`src/rtl/data_sram_bridge_pkg.sv`:
```
// Shared load/store op encodings and bridge FSM state encoding for the data-side SRAM bridge.
package data_sram_bridge_pkg;

   typedef enum logic [3:0] {
      LSOP_NOP = 4'h0,
      LSOP_LB  = 4'h1,
      LSOP_LBU = 4'h2,
      LSOP_LH  = 4'h3,
      LSOP_LHU = 4'h4,
      LSOP_LW  = 4'h5,
      LSOP_SB  = 4'h6,
      LSOP_SH  = 4'h7,
      LSOP_SW  = 4'h8
   } lsop_e;

   typedef enum logic [1:0] {
      BRIDGE_IDLE = 2'd0,
      RD_WAIT     = 2'd1,
      RD_RESP     = 2'd2
   } bridge_state_e;

   localparam int CNT_W = 3;

   function automatic logic is_load(input logic [3:0] op);
      return op inside {LSOP_LB, LSOP_LBU, LSOP_LH, LSOP_LHU, LSOP_LW};
   endfunction

   function automatic logic is_store(input logic [3:0] op);
      return op inside {LSOP_SB, LSOP_SH, LSOP_SW};
   endfunction

endpackage

```
`src/rtl/data_sram_bridge_lane.sv`:
```
// store_lane_gen: maps lsop + byte offset + LSB-aligned store data to byte write enables,
// lane-replicated write data and a misalignment flag (consumed only under DATA_ALIGN_CHECK_EN).
module store_lane_gen
   import data_sram_bridge_pkg::*;
(
   input  logic [3:0]  lsop,
   input  logic [1:0]  addr_lo,
   input  logic [31:0] data,
   output logic [3:0]  wen,
   output logic [31:0] wdata,
   output logic        misaligned
);

   always_comb begin
      // NOTE: every combinational output is given a default before the case so no path infers a latch.
      wen        = 4'b0000;
      wdata      = data;
      misaligned = 1'b0;
      case (lsop)
         LSOP_SW: begin
            wen        = 4'b1111;
            misaligned = (addr_lo != 2'b00);
         end
         LSOP_SH: begin
            wen        = addr_lo[1] ? 4'b1100 : 4'b0011;
            wdata      = {2{data[15:0]}};
            misaligned = addr_lo[0];
         end
         LSOP_SB: begin
            wen   = 4'b0001 << addr_lo;
            wdata = {4{data[7:0]}};
         end
         LSOP_LW:           misaligned = (addr_lo != 2'b00);
         LSOP_LH, LSOP_LHU: misaligned = addr_lo[0];
         default: ;
      endcase
   end

endmodule

```
`src/rtl/data_sram_bridge.sv`:
```
// Data-side SRAM bridge: issues stores in one cycle, sequences RD_LATENCY-cycle reads with a
// stall FSM. Define DATA_ALIGN_CHECK_EN to block misaligned accesses and raise adel_o/ades_o.
module data_sram_bridge
   import data_sram_bridge_pkg::*;
#(
   parameter int unsigned RD_LATENCY = 1,
   parameter int unsigned ADDR_W     = 32
)(
   input  logic              clk,
   input  logic              resetn,
   input  logic              req_valid_i,
   input  logic              flush_i,
   input  logic [3:0]        lsop_i,
   input  logic [ADDR_W-1:0] memaddr_i,
   input  logic [31:0]       memdata_i,
   output logic              stall_o,
   output logic [31:0]       rdata_o,
   output logic              rdata_valid_o,
   output logic              data_sram_en,
   output logic [3:0]        data_sram_wen,
   output logic [ADDR_W-1:0] data_sram_addr,
   output logic [31:0]       data_sram_wdata,
   input  logic [31:0]       data_sram_rdata,
   output logic              adel_o,
   output logic              ades_o
);

   if (RD_LATENCY < 1 || RD_LATENCY > 7) begin : g_bad_latency
      $error("data_sram_bridge: RD_LATENCY must be within 1..7");
   end

   localparam logic [CNT_W-1:0] CNT_INIT = CNT_W'(RD_LATENCY - 1);

   bridge_state_e     state_q, state_d;
   logic [CNT_W-1:0]  cnt_q, cnt_d;
   logic [31:0]       rdata_q;
   logic              capture;
   logic              sram_en, stall, rd_valid;
   logic [3:0]        sram_wen;
   logic [3:0]        lane_wen;
   logic [31:0]       lane_wdata;
   logic              misaligned;
   logic              blocked;
   logic              req_ok;

   store_lane_gen u_lane (
      .lsop       (lsop_i),
      .addr_lo    (memaddr_i[1:0]),
      .data       (memdata_i),
      .wen        (lane_wen),
      .wdata      (lane_wdata),
      .misaligned (misaligned)
   );

`ifdef DATA_ALIGN_CHECK_EN
   assign blocked = misaligned;
   assign adel_o  = resetn & req_valid_i & (state_q == BRIDGE_IDLE) & is_load(lsop_i) & misaligned;
   assign ades_o  = resetn & req_valid_i & (state_q == BRIDGE_IDLE) & is_store(lsop_i) & misaligned;
`else
   logic misaligned_unused;
   assign misaligned_unused = misaligned;
   assign blocked = 1'b0;
   assign adel_o  = 1'b0;
   assign ades_o  = 1'b0;
`endif

   // Reset is folded in so a load presented during reset cannot drive the SRAM or stall.
   assign req_ok = resetn & req_valid_i & ~flush_i;

   always_comb begin
      state_d  = state_q;
      cnt_d    = cnt_q;
      capture  = 1'b0;
      sram_en  = 1'b0;
      sram_wen = 4'b0000;
      stall    = 1'b0;
      rd_valid = 1'b0;
      unique case (state_q)
         BRIDGE_IDLE: begin
            if (req_ok && !blocked) begin
               if (is_store(lsop_i)) begin
                  sram_en  = 1'b1;
                  sram_wen = lane_wen;
               end else if (is_load(lsop_i)) begin
                  sram_en = 1'b1;
                  stall   = 1'b1;
                  state_d = RD_WAIT;
                  cnt_d   = CNT_INIT;
               end
            end
         end
         RD_WAIT: begin
            stall = 1'b1;
            // Last wait cycle is the one where the SRAM word is on data_sram_rdata.
            if (cnt_q == '0) begin
               state_d = RD_RESP;
               capture = 1'b1;
            end else begin
               cnt_d = cnt_q - CNT_W'(1);
            end
         end
         RD_RESP: begin
            rd_valid = 1'b1;
            state_d  = BRIDGE_IDLE;
         end
         default: state_d = BRIDGE_IDLE;
      endcase
      if (flush_i) begin
         state_d  = BRIDGE_IDLE;
         cnt_d    = '0;
         capture  = 1'b0;
         sram_en  = 1'b0;
         sram_wen = 4'b0000;
         stall    = 1'b0;
         rd_valid = 1'b0;
      end
   end

   always_ff @(posedge clk or negedge resetn) begin
      if (!resetn) begin
         state_q <= BRIDGE_IDLE;
         cnt_q   <= '0;
         rdata_q <= '0;
      end else begin
         // NOTE: sequential state uses non-blocking assignment so every flop samples pre-edge values.
         state_q <= state_d;
         cnt_q   <= cnt_d;
         if (capture) rdata_q <= data_sram_rdata;
      end
   end

   assign data_sram_en    = sram_en;
   assign data_sram_wen   = sram_wen;
   assign data_sram_addr  = sram_en ? {memaddr_i[ADDR_W-1:2], 2'b00} : '0;
   assign data_sram_wdata = (sram_wen != 4'b0000) ? lane_wdata : 32'h0;
   assign stall_o         = stall;
   assign rdata_valid_o   = rd_valid;
   assign rdata_o         = rdata_q;

endmodule

```
`config.mk`:
```
export PLATFORM = sky130hd
export DESIGN_NAME = data_sram_bridge
export DESIGN_NICKNAME = d
export VERILOG_FILES = /design/src/rtl/data_sram_bridge_pkg.sv /design/src/rtl/data_sram_bridge_lane.sv /design/src/rtl/data_sram_bridge.sv
export SDC_FILE = /design/constraint.sdc
export NUM_CORES = 1
export LEC_CHECK = 0
export BUFFER_PORTS_ARGS = -buffer_cell sky130_fd_sc_hd__buf_2
export CAP_MARGIN = 20
export CORE_MARGIN = 2
export CORE_UTILIZATION = 25
export DETAILED_ROUTE_END_ITERATION = 10
export GPL_TIMING_DRIVEN = 0
export PLACE_DENSITY_LB_ADDON = 0.3
export SYNTH_ARGS = -nofsm -noshare
export SYNTH_HDL_FRONTEND = slang
export SYNTH_SLANG_ARGS = --single-unit
export TNS_END_PERCENT = 5
```
`constraint.sdc`:
```
create_clock -name clk -period 3.3 [get_ports clk]
set_clock_uncertainty 0.1 [all_clocks]
set_input_delay 0.66 -clock clk [delete_from_list [all_inputs] [get_ports clk]]
set_output_delay 0.66 -clock clk [all_outputs]
set_load 0.02 [all_outputs]
```
## Yosys cells after proc, flatten, opt, wreduce, memory -nomap -nowiden

Index checks and enable logic that the tools add are counted.

- Flip-flop bits (word level): 37
- Bits of input ports: 104
- Output and inout bits: 105

- Add/sub/neg operators: 1
- Equal/unequal tests: 15
- Shift operators: 1
- Multiplexer cells: 35
- Bitwise operators: 3
- Reduce and logical (&&, ||, !) cells: 8

Operator list:

| kind | number |
|---|---|
| $mux W32 | 2 |
| $pmux W32 S2 | 1 |
| $mux W4 | 5 |
| $eq A4 B3 Y1 const B | 4 |
| $mux W3 | 5 |
| $ne A3 B3 Y1 const B | 5 |
| $mux W1 | 13 |
| $pmux W4 S3 | 1 |
| $mux W2 | 5 |
| $eq A4 B2 Y1 const B | 2 |
| $pmux W3 S2 | 1 |
| $reduce_bool A3 Y1 | 2 |
| $reduce_and A5 Y1 | 1 |
| $reduce_bool A5 Y1 | 1 |
| $eq A4 B1 Y1 const B | 1 |
| $eq A4 B4 Y1 const B | 1 |
| $pmux W2 S2 | 1 |
| $reduce_and A4 Y1 | 1 |
| $reduce_bool A4 Y1 | 1 |
| $shl A1 B2 Y4 const A | 1 |
| $logic_not A3 Y1 | 1 |
| $sub A3 B1 Y3 const B | 1 |
| $and A1 B1 Y1 | 2 |
| $eq A2 B1 Y1 const B | 1 |
| 4 further kinds | 4 |

## Depth between registers and ports, before layout

- Depth in word-level cells: 8
- Gate-level depth with buffers: 7
- Mapped depth without buffers: 5

## Cells and area by module

From an unflattened synthesis, not the netlist that was laid out.

- Cells, all modules: 257
- Area total of the unflattened synthesis: 2,650.0 um^2

Modules (own cells, without submodules):

| module | times used | cells an instance | area each (um^2) | sequential area each (um^2) |
|---|---|---|---|---|
| data_sram_bridge | 1 | 185 | 2,083.2 | 925.9 |
| store_lane_gen | 1 | 72 | 566.8 | 0.0 |

## Worst setup path before layout

No wires, ideal clock.

- Kind: input-to-output
- Start point: in lsop_i[1]
- End point: out data_sram_wdata[24]
- Arrival: 2.289 ns
- Data required time: 2.540 ns
- Slack: 0.251 ns
- Cell stages on the path: 5
- Buffers on the path: 2
- Path through: buf_6 -> or4b_1 -> buf_2 -> a211o_1 -> a211oi_1

- Longest elaborated chain between the ends: 8
- Elaborated cells between the ends (all ways): 12
- Classes of those cells: 3 x eq/ne; 7 x mux; 2 x reduce/logical

Ends and longest elaborated chain:

| item | RTL line | RTL |
|---|---|---|
| start: declaration | data_sram_bridge.sv:13 | `input logic [3:0] lsop_i,` |
| $eq A4 B3 Y1, or another cell as far along | data_sram_bridge_pkg.sv:29, data_sram_bridge_lane.sv:19 |  |
| $pmux W4 S3 or $reduce_bool A3 Y1 (tied branches) | data_sram_bridge_lane.sv:19, data_sram_bridge_pkg.sv:29 |  |
| $mux W4 | data_sram_bridge.sv:81 | `if (is_store(lsop_i)) begin` |
| $mux W4 | data_sram_bridge.sv:80 | `if (req_ok && !blocked) begin` |
| $mux W4 | data_sram_bridge.sv:78 | `unique case (state_q)` |
| $mux W4 | data_sram_bridge.sv:108 | `if (flush_i) begin` |
| $reduce_bool A4 Y1 | data_sram_bridge.sv:135 | `assign data_sram_wdata = (sram_wen != 4'b0000) ? lane_wdata : 32'h0;` |
| $mux W32 (*) | data_sram_bridge.sv:135 |  |
| end: declaration | data_sram_bridge.sv:22 | `output logic [31:0] data_sram_wdata,` |

Mark *: on every way between the ends. The rest lies on a longest branch, timed or not.

## Worst setup path in the final report

- Start point: in flush_i
- End point: out data_sram_addr[16]

- Longest elaborated chain between the ends: 6

Ends and longest elaborated chain:

| item | RTL line | RTL |
|---|---|---|
| start: declaration | data_sram_bridge.sv:12 | `input logic flush_i,` |
| $not A1 Y1 | data_sram_bridge.sv:68 | `assign req_ok = resetn & req_valid_i & ~flush_i;` |
| $and A1 B1 Y1 | data_sram_bridge.sv:68 |  |
| $mux W1 | data_sram_bridge.sv:80 |  |
| $mux W1 | data_sram_bridge.sv:78 |  |
| $mux W1 (*) | data_sram_bridge.sv:108 |  |
| $mux W32 (*) | data_sram_bridge.sv:134 | `assign data_sram_addr = sram_en ? {memaddr_i[ADDR_W-1:2], 2'b00} : '0;` |
| end: declaration | data_sram_bridge.sv:21 | `output logic [ADDR_W-1:0] data_sram_addr,` |

Marks and branches as above.

==> results.py <==
metrics = {
    "pwr": {
        "p_leak_nw": 2.02,
        "p_sw_share_pct": 37.0,
        "p_switching_w": 0.000631,
        "p_int_w": 0.00108,
        "p_per_area_nw_per_um2": 456,
        "seqPwrFrac_pct": 40.2,
        "ir_worst_vdd_uv": 451,
        "p_comb_share_pct": 41.1,
        "pwr-share-clk_pct": 18.7,
    },
    "synth": {
        "synth_compound_area_share_pct": 12.4,
        "synth_edf_count": 0,
        "synth_area_leaders": "dfrtp_1 (38%), mux2_2 (15%), and2_1 (9.2%), a21oi_1 (4.1%), nand2_1 (3.9%)",
        "synth_top_cell_area_share_pct": 38.0,
        "syn_area_um2": 2440,
        "synthArstFlopShare_pct": 100,
        "synth.distinct_cells": 38,
        "ys.warnings.count": 0,
        "synth-seq-area-share_pct": 38.0,
        "yosysTopAreaCell": "dfrtp_1",
        "synth-adder-area-share_pct": 1.03,
        "syn_area_per_cell_um2": 9.37,
        "muxShareOfSynthArea_pct": 18.1,
        "synth_xor_area_share_pct": 0,
        "ys.flop_type": "dfrtp_1",
        "synth_seq_cells": 37,
        "netlist_instances": 260,
        "synth-simple-area-share_pct": 24.2,
        "synth_top_family_by_area": "simple AND/OR/NAND/NOR gates",
    },
    "timing": {
        "fin_tns_setup_ns": 0,
        "rsz0062_at_grt": "no",
        "setup_viol": 0,
        "fin_crit_ns": 3.11,
        "tightest_slew_ns": 0.611,
        "relSlewSlack_pct": 59.3,
        "hold_viol": 0,
        "achievable-frequency_mhz": 322,
        "fin_crit_sh_pct": 94.2,
        "report.final.slew_viol_count": 0,
    },
    "grt": {
        "gr-total-overflow": 0,
        "grt_pass1_vias": 2401,
        "grt_pass1_wl_um": 11400,
        "track_usage_pct": 13.5,
        "antenna_found_initial": 0,
        "grt_max_degree": 40,
    },
    "worst_setup_path": {
        "r2r_end": "rdata_o[24]",
        "cp_max_fo": 10,
        "rrSetupSlack_ns": 1.08,
        "r2r_cells": 7,
        "crit_start": "flush_i",
        "cp_data_required_time_ns": 2.54,
        "end_kind": "output port",
        "critPathKind": "in2out",
        "r2r_start": "cnt_q[0]",
        "start_kind": "primary input",
        "cp-endpoint": "data_sram_addr[16]",
        "cp_data_arrival_time_ns": 2.35,
    },
    "clock_network": {
        "cts_tree": "yes",
        "clkTransAtPathRegs_ns": 0.07,
        "cts_buffers": 5,
        "clockRootBuffer": "clkbuf_8",
        "insertion_delay_ns": 0.28,
        "cts_max_level": 2,
        "post_cts_buffers": 0,
        "cts.sinks": 37,
        "clock_path_buffers": 2,
    },
    "layout": {
        "diodes": 0,
        "nFillCells": 1041,
        "postLayoutCellArea_um2": 3740,
        "final_common_cell": "buf_2",
        "drive_gt1_share_pct": 56.1,
        "final_cell_mix": "buf_2 (206), dfrtp_1 (37), and2_1 (36)",
        "nNetsFinal": 578,
        "area_delta_synth_final_pct": 53.6,
    },
    "route": {
        "vias": 2657,
        "dr.pass1.iters": 4,
        "ant_nets": 0,
        "wl_um": 7940,
        "drc": 0,
        "viasPerCell": 4.39,
        "avgRoutedWirePerCell_um": 13.1,
        "drtIter0Drc": 76,
    },
    "place": {
        "place_area_um2": 3620,
        "dp_hpwl_um": 6490,
        "port_buffers": 202,
        "gp_congestion": 0.820,
    },
    "die": {
        "die_w_um": 103,
        "num_rows": 36,
        "start_util_pct": 25.4,
        "die_h_um": 103,
        "coreArea_um2": 9590,
        "ios": 209,
        "die_area_um2": 10600,
    },
    "job": {
        "maxCapViolCount": 0,
    },
    "hold_path": {
        "holdCritPathClass": "in2async",
    },
    "status": {
        "status": "finished clean",
    },
}
[cell usage after synthesis, drive strengths merged, types with 4 or more instances]
master / instances
and2: 40
dfrtp: 37
mux2: 32
nand2: 25
a21oi: 20
buf: 16
nor2: 11
a211oi: 9
clkbuf: 8
mux2i: 8
o21ai: 8
nand3b: 5
inv: 4
nand3: 4
[power groups by stage]
| stage | logic, W | registers (W) | clock network [W] |
|---|---|---|---|
| 2_1_floorplan | 0.000223 | 0.000887 | 0 |
| 3_3_place_gp | 0.000697 | 0.000684 | 0 |
| 3_5_place_dp | 0.000706 | 0.000695 | 0 |
| 4_1_cts | 0.000708 | 0.000691 | 0.000333 |
| 5_1_grt | 0.000754 | 0.000708 | 0.000354 |
| 6_report | 0.000701 | 0.000686 | 0.000319 |
[worst max-delay path, stage by stage]
cell      delay [ns]
buf_2           0.13
or2_2           0.29
clkbuf_1        0.21
nor4_4          0.41
clkbuf_1        0.30
and2_1          0.19
buf_2           0.16
[through the flow]
step / utilization (%) / total power, W / setup WS [ns] / std cells / hold WS, ns
after floorplan: - / 0.00111 / 0.251 / 263 / 0.264
after global placement: 37.8 / 0.00138 / -0.488 / 598 / 0.386
after detailed placement: 37.8 / 0.00140 / -0.508 / 598 / 0.391
after CTS: 38.8 / 0.00173 / -0.0204 / 605 / 0.168
after global routing: 39.0 / 0.00182 / 0.0247 / 605 / 0.184
final: 39.0 / 0.00171 / 0.191 / 605 / 0.166
[cell families after synthesis]
family          count (synthesis)
buf+inv                        28
other cells                     1
mux                            40
fa+ha+maj                       2
flops                          37
compound gates                 46
simple gates                  106
[final cells by class]
| type | count | area [um2] | area share [%] |
|---|---|---|---|
| Buffer | 24 | 134 | 3.58 |
| Clock buffer | 6 | 82.6 | 2.21 |
| Clock inverter | 1 | 7.51 | 0.201 |
| Inverter | 4 | 15.0 | 0.401 |
| Multi-Input combinational cell | 198 | 1390 | 37.2 |
| Sequential cell | 37 | 926 | 24.7 |
| Tap cell | 133 | 166 | 4.45 |
| Timing Repair Buffer | 202 | 1020 | 27.2 |
[flip-flops by register name, indices dropped and copies added (netlist names)]
| register | cells |
|---|---|
| rdata_o | 32 |
| state_q | 2 |
| cnt_q | 3 |
[how the worst min path moves through the flow]
| stage | startpoint | to | slack (ns) |
|---|---|---|---|
| CTS | resetn | rdata_o[28] | 0.17 |
| detailed placement | rdata_o[29] | rdata_o[29] | 0.39 |
| global route | resetn | rdata_o[13] | 0.18 |
| finish | resetn | rdata_o[25] | 0.17 |
| floorplan | resetn | cnt_q[0] | 0.26 |
| global placement | rdata_o[6] | rdata_o[6] | 0.39 |
[routing by layer]
| layer | track usage [%] | wire length [um] | vias to the layer above |
|---|---|---|---|
| li1 | - | - | 1317 |
| met1 | 17.5 | 3420 | 1226 |
| met2 | 22.9 | 3850 | 103 |
| met3 | 3.19 | 576 | 11 |
| met4 | 3.08 | 91 | 0 |
| met5 | 0 | 0 | - |
[what timing repair did]
action / 4_1_cts / 5_1_grt
hold buffers: 0 / 0
cloned: 0 / 0
endpoints found under the setup margin: 51 / 28
resized for setup: 3 / 2
Note: power is estimated with default switching activity, not from simulation.
